$ cat config.mk
export PLATFORM = sky130hd
export DESIGN_NAME = cache_rd_arbiter
export DESIGN_NICKNAME = d
export VERILOG_FILES = /design/src/rtl/cache_axi_pkg.sv /design/src/rtl/rd_rr_pick.sv /design/src/rtl/cache_rd_arbiter.sv
export SDC_FILE = /design/constraint.sdc
export NUM_CORES = 1
export LEC_CHECK = 0
export CAP_MARGIN = 20
export CORE_MARGIN = 4
export CORE_UTILIZATION = 30
export CTS_CLUSTER_SIZE = 24
export DETAILED_ROUTE_END_ITERATION = 16
export PLACE_DENSITY = 0.83
export SLEW_MARGIN = 20
export SYNTH_ARGS = -nofsm -noshare
export SYNTH_HDL_FRONTEND = slang
export SYNTH_SLANG_ARGS = --single-unit
$ cat constraint.sdc
create_clock -name clk -period 1.7 [get_ports clk]
set_clock_uncertainty 0.1 [all_clocks]
set_input_delay 0.17 -clock clk [delete_from_list [all_inputs] [get_ports clk]]
set_output_delay 0.17 -clock clk [all_outputs]
set_load 0.01 [all_outputs]
$ cat src/rtl/cache_axi_pkg.sv
// Shared types and constants for the cache refill read arbiter.
// Holds the arbiter FSM encoding, requester identity, fixed AXI
// attributes and the default geometry of a cache-line refill.
package cache_axi_pkg;

  // Arbiter phases: waiting for a requester, presenting AR, collecting R.
  typedef enum logic [1:0] {
    IDLE = 2'd0,
    AR   = 2'd1,
    R    = 2'd2
  } state_e;

  // Which refill port owns the outstanding read.
  typedef enum logic {
    OWN_I = 1'b0,
    OWN_D = 1'b1
  } side_e;

  // Every beat is one 32-bit word on an incrementing burst.
  localparam logic [2:0] AXI_SIZE_WORD  = 3'b010;
  localparam logic [1:0] AXI_BURST_INCR = 2'b01;

  // Default refill geometry and AXI ids for the two requesters.
  localparam int LINE_BEATS = 8;
  localparam int ID_I       = 0;
  localparam int ID_D       = 1;

  // AXI encodes burst length as beats minus one.
  function automatic logic [7:0] burst_len(input int beats);
    return 8'(beats - 1);
  endfunction

endpackage

$ cat src/rtl/rd_rr_pick.sv
// Two-requester round-robin chooser for the refill read arbiter.
// When enabled, a lone request is granted outright; on a tie the side
// that did not win last time is granted. The last winner is remembered
// in last_grant_q, which resets to D so that I wins the first tie.
module rd_rr_pick
  import cache_axi_pkg::*;
(
  input  logic clk,
  input  logic rst,
  input  logic en,
  input  logic req_i,
  input  logic req_d,
  output logic grant_i,
  output logic grant_d
);

  side_e last_grant_q;
  side_e last_grant_d;

  // Grant decision and last-winner update, purely from current inputs.
  always_comb begin
    // NOTE: every output of this block gets a default before any branch so no path leaves it unassigned and no latch is inferred.
    grant_i      = 1'b0;
    grant_d      = 1'b0;
    last_grant_d = last_grant_q;

    if (en) begin
      grant_i = req_i && (!req_d || (last_grant_q == OWN_D));
      grant_d = req_d && (!req_i || (last_grant_q == OWN_I));
    end

    if (grant_i) begin
      last_grant_d = OWN_I;
    end else if (grant_d) begin
      last_grant_d = OWN_D;
    end
  end

  // Last-winner register; D after reset so the first tie goes to I.
  always_ff @(posedge clk or posedge rst) begin
    if (rst) begin
      // NOTE: state registers use non-blocking assignment so every flop samples the pre-edge values regardless of block order.
      last_grant_q <= OWN_D;
    end else begin
      last_grant_q <= last_grant_d;
    end
  end

endmodule

$ cat src/rtl/cache_rd_arbiter.sv
// Refill read arbiter shared by the instruction and data caches.
// Multiplexes the I-cache line refills and the D-cache line or
// single-word reads onto one AXI AR/R channel pair, with at most one
// read outstanding. Return beats are passed through combinationally to
// the port that owns the read, and a sticky proto_err flag records any
// R-channel behaviour that does not match the issued request.
module cache_rd_arbiter #(
  parameter int LINE_BEATS = cache_axi_pkg::LINE_BEATS,
  parameter int ID_I       = cache_axi_pkg::ID_I,
  parameter int ID_D       = cache_axi_pkg::ID_D
) (
  input  logic        clk,
  input  logic        rst,
  // Instruction-cache refill port
  input  logic        i_rd_req,
  input  logic [31:0] i_rd_addr,
  output logic        i_rd_rdy,
  output logic [31:0] i_ret_data,
  output logic        i_ret_valid,
  output logic        i_ret_last,
  // Data-cache refill / uncached-load port
  input  logic        d_rd_req,
  input  logic        d_rd_type,
  input  logic [31:0] d_rd_addr,
  output logic        d_rd_rdy,
  output logic [31:0] d_ret_data,
  output logic        d_ret_valid,
  output logic        d_ret_last,
  // AXI read-address channel
  output logic        arvalid,
  input  logic        arready,
  output logic [31:0] araddr,
  output logic [7:0]  arlen,
  output logic [2:0]  arsize,
  output logic [1:0]  arburst,
  output logic [3:0]  arid,
  // AXI read-data channel
  input  logic        rvalid,
  output logic        rready,
  input  logic [31:0] rdata,
  input  logic        rlast,
  input  logic [3:0]  rid,
  // Sticky protocol error
  output logic        proto_err
);

  import cache_axi_pkg::state_e;
  import cache_axi_pkg::side_e;
  import cache_axi_pkg::IDLE;
  import cache_axi_pkg::AR;
  import cache_axi_pkg::R;
  import cache_axi_pkg::OWN_I;
  import cache_axi_pkg::OWN_D;
  import cache_axi_pkg::AXI_SIZE_WORD;
  import cache_axi_pkg::AXI_BURST_INCR;
  import cache_axi_pkg::burst_len;

  localparam logic [7:0] LINE_LEN = burst_len(LINE_BEATS);
  localparam logic [3:0] ARID_I   = 4'(ID_I);
  localparam logic [3:0] ARID_D   = 4'(ID_D);

  state_e      state_q,     state_d;
  side_e       owner_q,     owner_d;
  logic [31:0] araddr_q,    araddr_d;
  logic [7:0]  arlen_q,     arlen_d;
  logic [3:0]  arid_q,      arid_d;
  logic [7:0]  beat_q,      beat_d;
  logic        proto_err_q, proto_err_d;

  logic pick_en;
  logic grant_i;
  logic grant_d;
  logic beat_fire;

  // Grants are only offered while idle; holding reset also suppresses
  // them so no rdy can be seen during reset.
  assign pick_en   = (state_q == IDLE) && !rst;
  assign beat_fire = (state_q == R) && rvalid;

  rd_rr_pick u_pick (
    .clk     (clk),
    .rst     (rst),
    .en      (pick_en),
    .req_i   (i_rd_req),
    .req_d   (d_rd_req),
    .grant_i (grant_i),
    .grant_d (grant_d)
  );

  // Request acceptance is the grant itself, visible in the same cycle.
  assign i_rd_rdy = grant_i;
  assign d_rd_rdy = grant_d;

  // AR channel is driven straight from the latched request.
  assign arvalid = (state_q == AR);
  assign araddr  = araddr_q;
  assign arlen   = arlen_q;
  assign arid    = arid_q;
  assign arsize  = AXI_SIZE_WORD;
  assign arburst = AXI_BURST_INCR;

  assign rready    = (state_q == R);
  assign proto_err = proto_err_q;

  // Next-state logic: latch a granted request, wait for AR, count beats.
  always_comb begin
    state_d  = state_q;
    owner_d  = owner_q;
    araddr_d = araddr_q;
    arlen_d  = arlen_q;
    arid_d   = arid_q;
    beat_d   = beat_q;

    case (state_q)
      IDLE: begin
        if (grant_i) begin
          owner_d  = OWN_I;
          araddr_d = i_rd_addr;
          arlen_d  = LINE_LEN;
          arid_d   = ARID_I;
          state_d  = AR;
        end else if (grant_d) begin
          owner_d  = OWN_D;
          araddr_d = d_rd_addr;
          arlen_d  = d_rd_type ? LINE_LEN : 8'd0;
          arid_d   = ARID_D;
          state_d  = AR;
        end
      end

      AR: begin
        if (arready) begin
          beat_d  = 8'd0;
          state_d = R;
        end
      end

      R: begin
        if (rvalid) begin
          beat_d = beat_q + 8'd1;
          // The burst ends on rlast even if it arrives on the wrong beat;
          // the checker below flags the mismatch.
          if (rlast) begin
            state_d = IDLE;
          end
        end
      end

      default: begin
        state_d = IDLE;
      end
    endcase
  end

  // Protocol checker: once set, proto_err holds until reset.
  always_comb begin
    proto_err_d = proto_err_q;

    // Read data with no burst in flight.
    if (rvalid && (state_q != R)) begin
      proto_err_d = 1'b1;
    end

    if (beat_fire) begin
      // Beat tagged for a different requester than the one issued.
      if (rid != arid_q) begin
        proto_err_d = 1'b1;
      end
      // beat_q is the zero-based index of this beat, so rlast belongs
      // exactly on index arlen; early and missing rlast both trip here.
      if (rlast != (beat_q == arlen_q)) begin
        proto_err_d = 1'b1;
      end
    end
  end

  // Return-path steering: only the owner sees R data while in R.
  always_comb begin
    i_ret_data  = 32'd0;
    i_ret_valid = 1'b0;
    i_ret_last  = 1'b0;
    d_ret_data  = 32'd0;
    d_ret_valid = 1'b0;
    d_ret_last  = 1'b0;

    if (state_q == R) begin
      if (owner_q == OWN_I) begin
        i_ret_data  = rdata;
        i_ret_valid = rvalid;
        i_ret_last  = rvalid && rlast;
      end else begin
        d_ret_data  = rdata;
        d_ret_valid = rvalid;
        d_ret_last  = rvalid && rlast;
      end
    end
  end

  // State and request registers with immediate reset.
  always_ff @(posedge clk or posedge rst) begin
    if (rst) begin
      state_q     <= IDLE;
      owner_q     <= OWN_I;
      araddr_q    <= 32'd0;
      arlen_q     <= 8'd0;
      arid_q      <= 4'd0;
      beat_q      <= 8'd0;
      proto_err_q <= 1'b0;
    end else begin
      state_q     <= state_d;
      owner_q     <= owner_d;
      araddr_q    <= araddr_d;
      arlen_q     <= arlen_d;
      arid_q      <= arid_d;
      beat_q      <= beat_d;
      proto_err_q <= proto_err_d;
    end
  end

endmodule

==> results.ini <==
[run_status]
status = complete, but fails checks
violations = negative setup slack

[finish]
fin_util_pct = 66.2
layout-area-overhead-vs-synth_pct = 111
drive_gt1_share_pct = 32.8
antenna-diode-count = 0
final_nets = 675
instances_no_fill = 675

[sta]
timing.final.ws_setup_ns = -0.224
hold_violations = 0
holdWs_ns = 0.234
max_freq_mhz = 520
min_period_ns = 1.92
rsz0062_at_grt = true
setup_viol = 108
timing.final.crit_share_pct = 113
maxSlewViolCount = 0
finalSetupTns_ns = -13.23

[global_route]
grt_pass1_vias = 3309
grt_max_degree = 43
grt_overflow = 0
grt_use_total_pct = 20.2
grt_pass1_wl_um = 17700
antenna_found_initial = 0

[synth]
syn_inst = 314
ys_types = 32
synth-seq-cells = 46
syn-mean-instance-area_um2 = 8.85
yosysWarnings = 0
synth_seq_area_share_pct = 41.5
syn-cell-area_um2 = 2780

[clocking]
insertion_delay_ns = 0.29
clockRootBuffer = clkbuf_8
htree_levels = 2
cts_made_buffers = 5
cts_tree = built
cts_buffer_depth = 2
clk_pin_slew_ns = 0.09
cts.sinks = 46

[placement]
gp_congestion = 0.816
dpl.hpwl_um = 8700
io_buffer_count = 216
dp_cells = 643
pre_cts_ws_ns = -0.250

[min_path]
hold_class = primary input to async pin

[drt]
drt_iter0_drc = 175
drc = 0
vias = 3248
wl_met2_um = 6690
viasPerCell = 4.81
wl_met1_um = 4720
met3_length_um = 667
top_layer_used = met4
wirelength_um = 12400
ant_nets = 0
firstDrtPassIters = 4
wl_per_cell_um = 18.4

[pwr]
p_clk_share_pct = 8.9
p_per_area_nw_per_um2 = 1280
power_frac_seq_pct = 24.7
combPwrFrac_pct = 66.4
p_switching_mw = 2.77
leakage_nw = 2.85
swShare_pct = 36.9
vdd_drop_max_mv = 0.837
internal-power_mw = 4.73

[worst_setup_path]
path_cells = nor2b_4 > buf_6 > nor2b_4 > buf_6 > clkbuf_16 > and2_4 > buf_6
crit_path_start_kind = flop
worstReg2RegStart = state_q[0]$_DFFE_PP0P_
slowest_stage = dfrtp_1
crit_path_start = state_q[0]$_DFFE_PP0P_
reg2reg_slack_ns = -0.20
end_kind = output pin
arrival_ns = 1.65
cp_max_fo = 4
cpMostUsedCell = buf_6
crit_type = flop to output pin
r2r_cells = 9
slowest_delay_ns = 0.42
timing.rr.end = araddr[29]$_DFFE_PP0P_
worstPathRequired_ns = 1.43

[floorplan]
initial_utilization_pct = 31.4
die_h_um = 104
io_pins = 230
die_area_um2 = 10900
core.rowCount = 34
die_w_um = 104
core-area_um2 = 8850

[job]
cap_viol_max_count = 0

## layout by cell type, fill, tap and decap left out, types with 3 or more instances in the layout
master,n
dfrtp_1,45
mux2i_1,30
nand3_4,3
clkbuf_16,4
nand2_1,9
and3_1,25
buf_2,16
nor2_1,38
a21oi_1,34
and2_4,23
clkbuf_8,5
buf_16,3
conb_1,13
and3_4,8
inv_2,3
clkdlybuf4s50_1,143
buf_12,7
clkdlybuf4s15_2,21
nand4_1,3
buf_6,45
and2_1,11
buf_4,30
xnor2_1,4
## synthesized netlist by cell type
library cell,instances,share of area [%]
o21ai_0,3,0.54
a41oi_2,1,0.59
mux2i_1,32,12
inv_1,5,0.68
conb_1,2,0.27
nor2_1,39,5.3
nand2b_1,2,0.45
dfrtp_1,45,41
xnor2_1,5,1.6
nor2b_1,3,0.68
nand3_1,4,0.72
nor4_1,2,0.45
buf_2,1,0.18
buf_4,19,5.1
ha_1,1,0.45
xor2_1,1,0.32
nand3b_1,1,0.27
and2_1,35,7.9
a211oi_2,1,0.45
a21o_1,1,0.27
a21oi_1,36,6.5
and3_1,33,7.4
o311ai_0,1,0.32
or4_1,2,0.54
nor3_1,3,0.54
clkbuf_1,19,2.6
dfstp_2,1,0.95
or3_1,2,0.45
nor3b_1,1,0.27
nand4_1,3,0.68
o22a_1,1,0.32
nand2_1,9,1.2
## metrics by stage
step | cell area, um^2 | power (mW)
2_1_floorplan | 2820 | 3.63
3_3_place_gp | 5190 | 5.82
3_5_place_dp | 5190 | 5.93
4_1_cts | 5610 | 7.16
5_1_grt | 5850 | 7.94
6_report | 5850 | 7.50
## power groups by stage
| stage | Combinational [mW] | Clock, mW | Sequential [mW] |
|---|---|---|---|
| 3_3_place_gp | 3.99 | 0 | 1.83 |
| 3_5_place_dp | 4.07 | 0 | 1.86 |
| 4_1_cts | 4.62 | 0.693 | 1.85 |
| 5_1_grt | 5.30 | 0.727 | 1.91 |
| 2_1_floorplan | 1.58 | 0 | 2.05 |
| 6_report | 4.98 | 0.668 | 1.85 |
## flip-flops by register name, indices dropped and copies added, names as in the netlist
signal               count
arlen                    1
proto_err                1
arid                     1
state_q                  2
araddr                  32
beat_q                   8
u_pick.last_grant_q      1
## worst max-delay path by stage
stage,end,slack (ns),cells after the start
floorplan,proto_err$_DFF_PP0_,0.01,4
global placement,i_rd_rdy,-0.18,6
detailed placement,i_ret_data[24],-0.25,5
CTS,i_ret_data[27],-0.21,7
global route,araddr[17]$_DFFE_PP0P_,-0.28,9
finish,i_ret_data[19],-0.22,7
## layout make-up
cell class              count  area [um^2]
well taps                 108          135
fillers                   690         2990
flip-flops and latches     46         1150
clock buffers               6         72.6
multi-input cells         235         1620
inverters                   5         18.8
clock inverters             2         13.8
repair buffers            273         2840
## cells by family (layout without fill, tap and decap cells)
| kind of cell | Yosys count | after routing | share of synthesized area [%] |
|---|---|---|---|
| simple gates | 139 | 139 | 26.8 |
| flops | 46 | 46 | 41.5 |
| compound gates | 44 | 44 | 8.96 |
| buf+inv | 44 | 286 | 8.56 |
| mux | 32 | 32 | 11.5 |
| xor+xnor | 6 | 6 | 1.89 |
| other cells | 2 | 13 | 0.270 |
| fa+ha+maj | 1 | 1 | 0.450 |
## worst max-delay path: cells and delay by family, from the launching register on
kind	cells	cell delay, ns
buffers and inverters	4	0.49
DFF	1	0.42
and+or+nand+nor	3	0.44
## timing repair
| action | CTS | global route |
|---|---|---|
| setup endpoints to repair | 98 | 113 |
| hold buffers | 0 | 0 |
| pin swaps | 50 | 15 |
| resized for setup | 347 | 32 |
| buffers inserted | 13 | 5 |
| cloned | 5 | 4 |
## metal layers
metal  vias up  GRT usage (%)
met5         -              0
li1       1537              -
met4         0           5.03
met2       123           37.7
met3        29           4.28
met1      1559           23.2
Power figures use the tool's default switching activity.
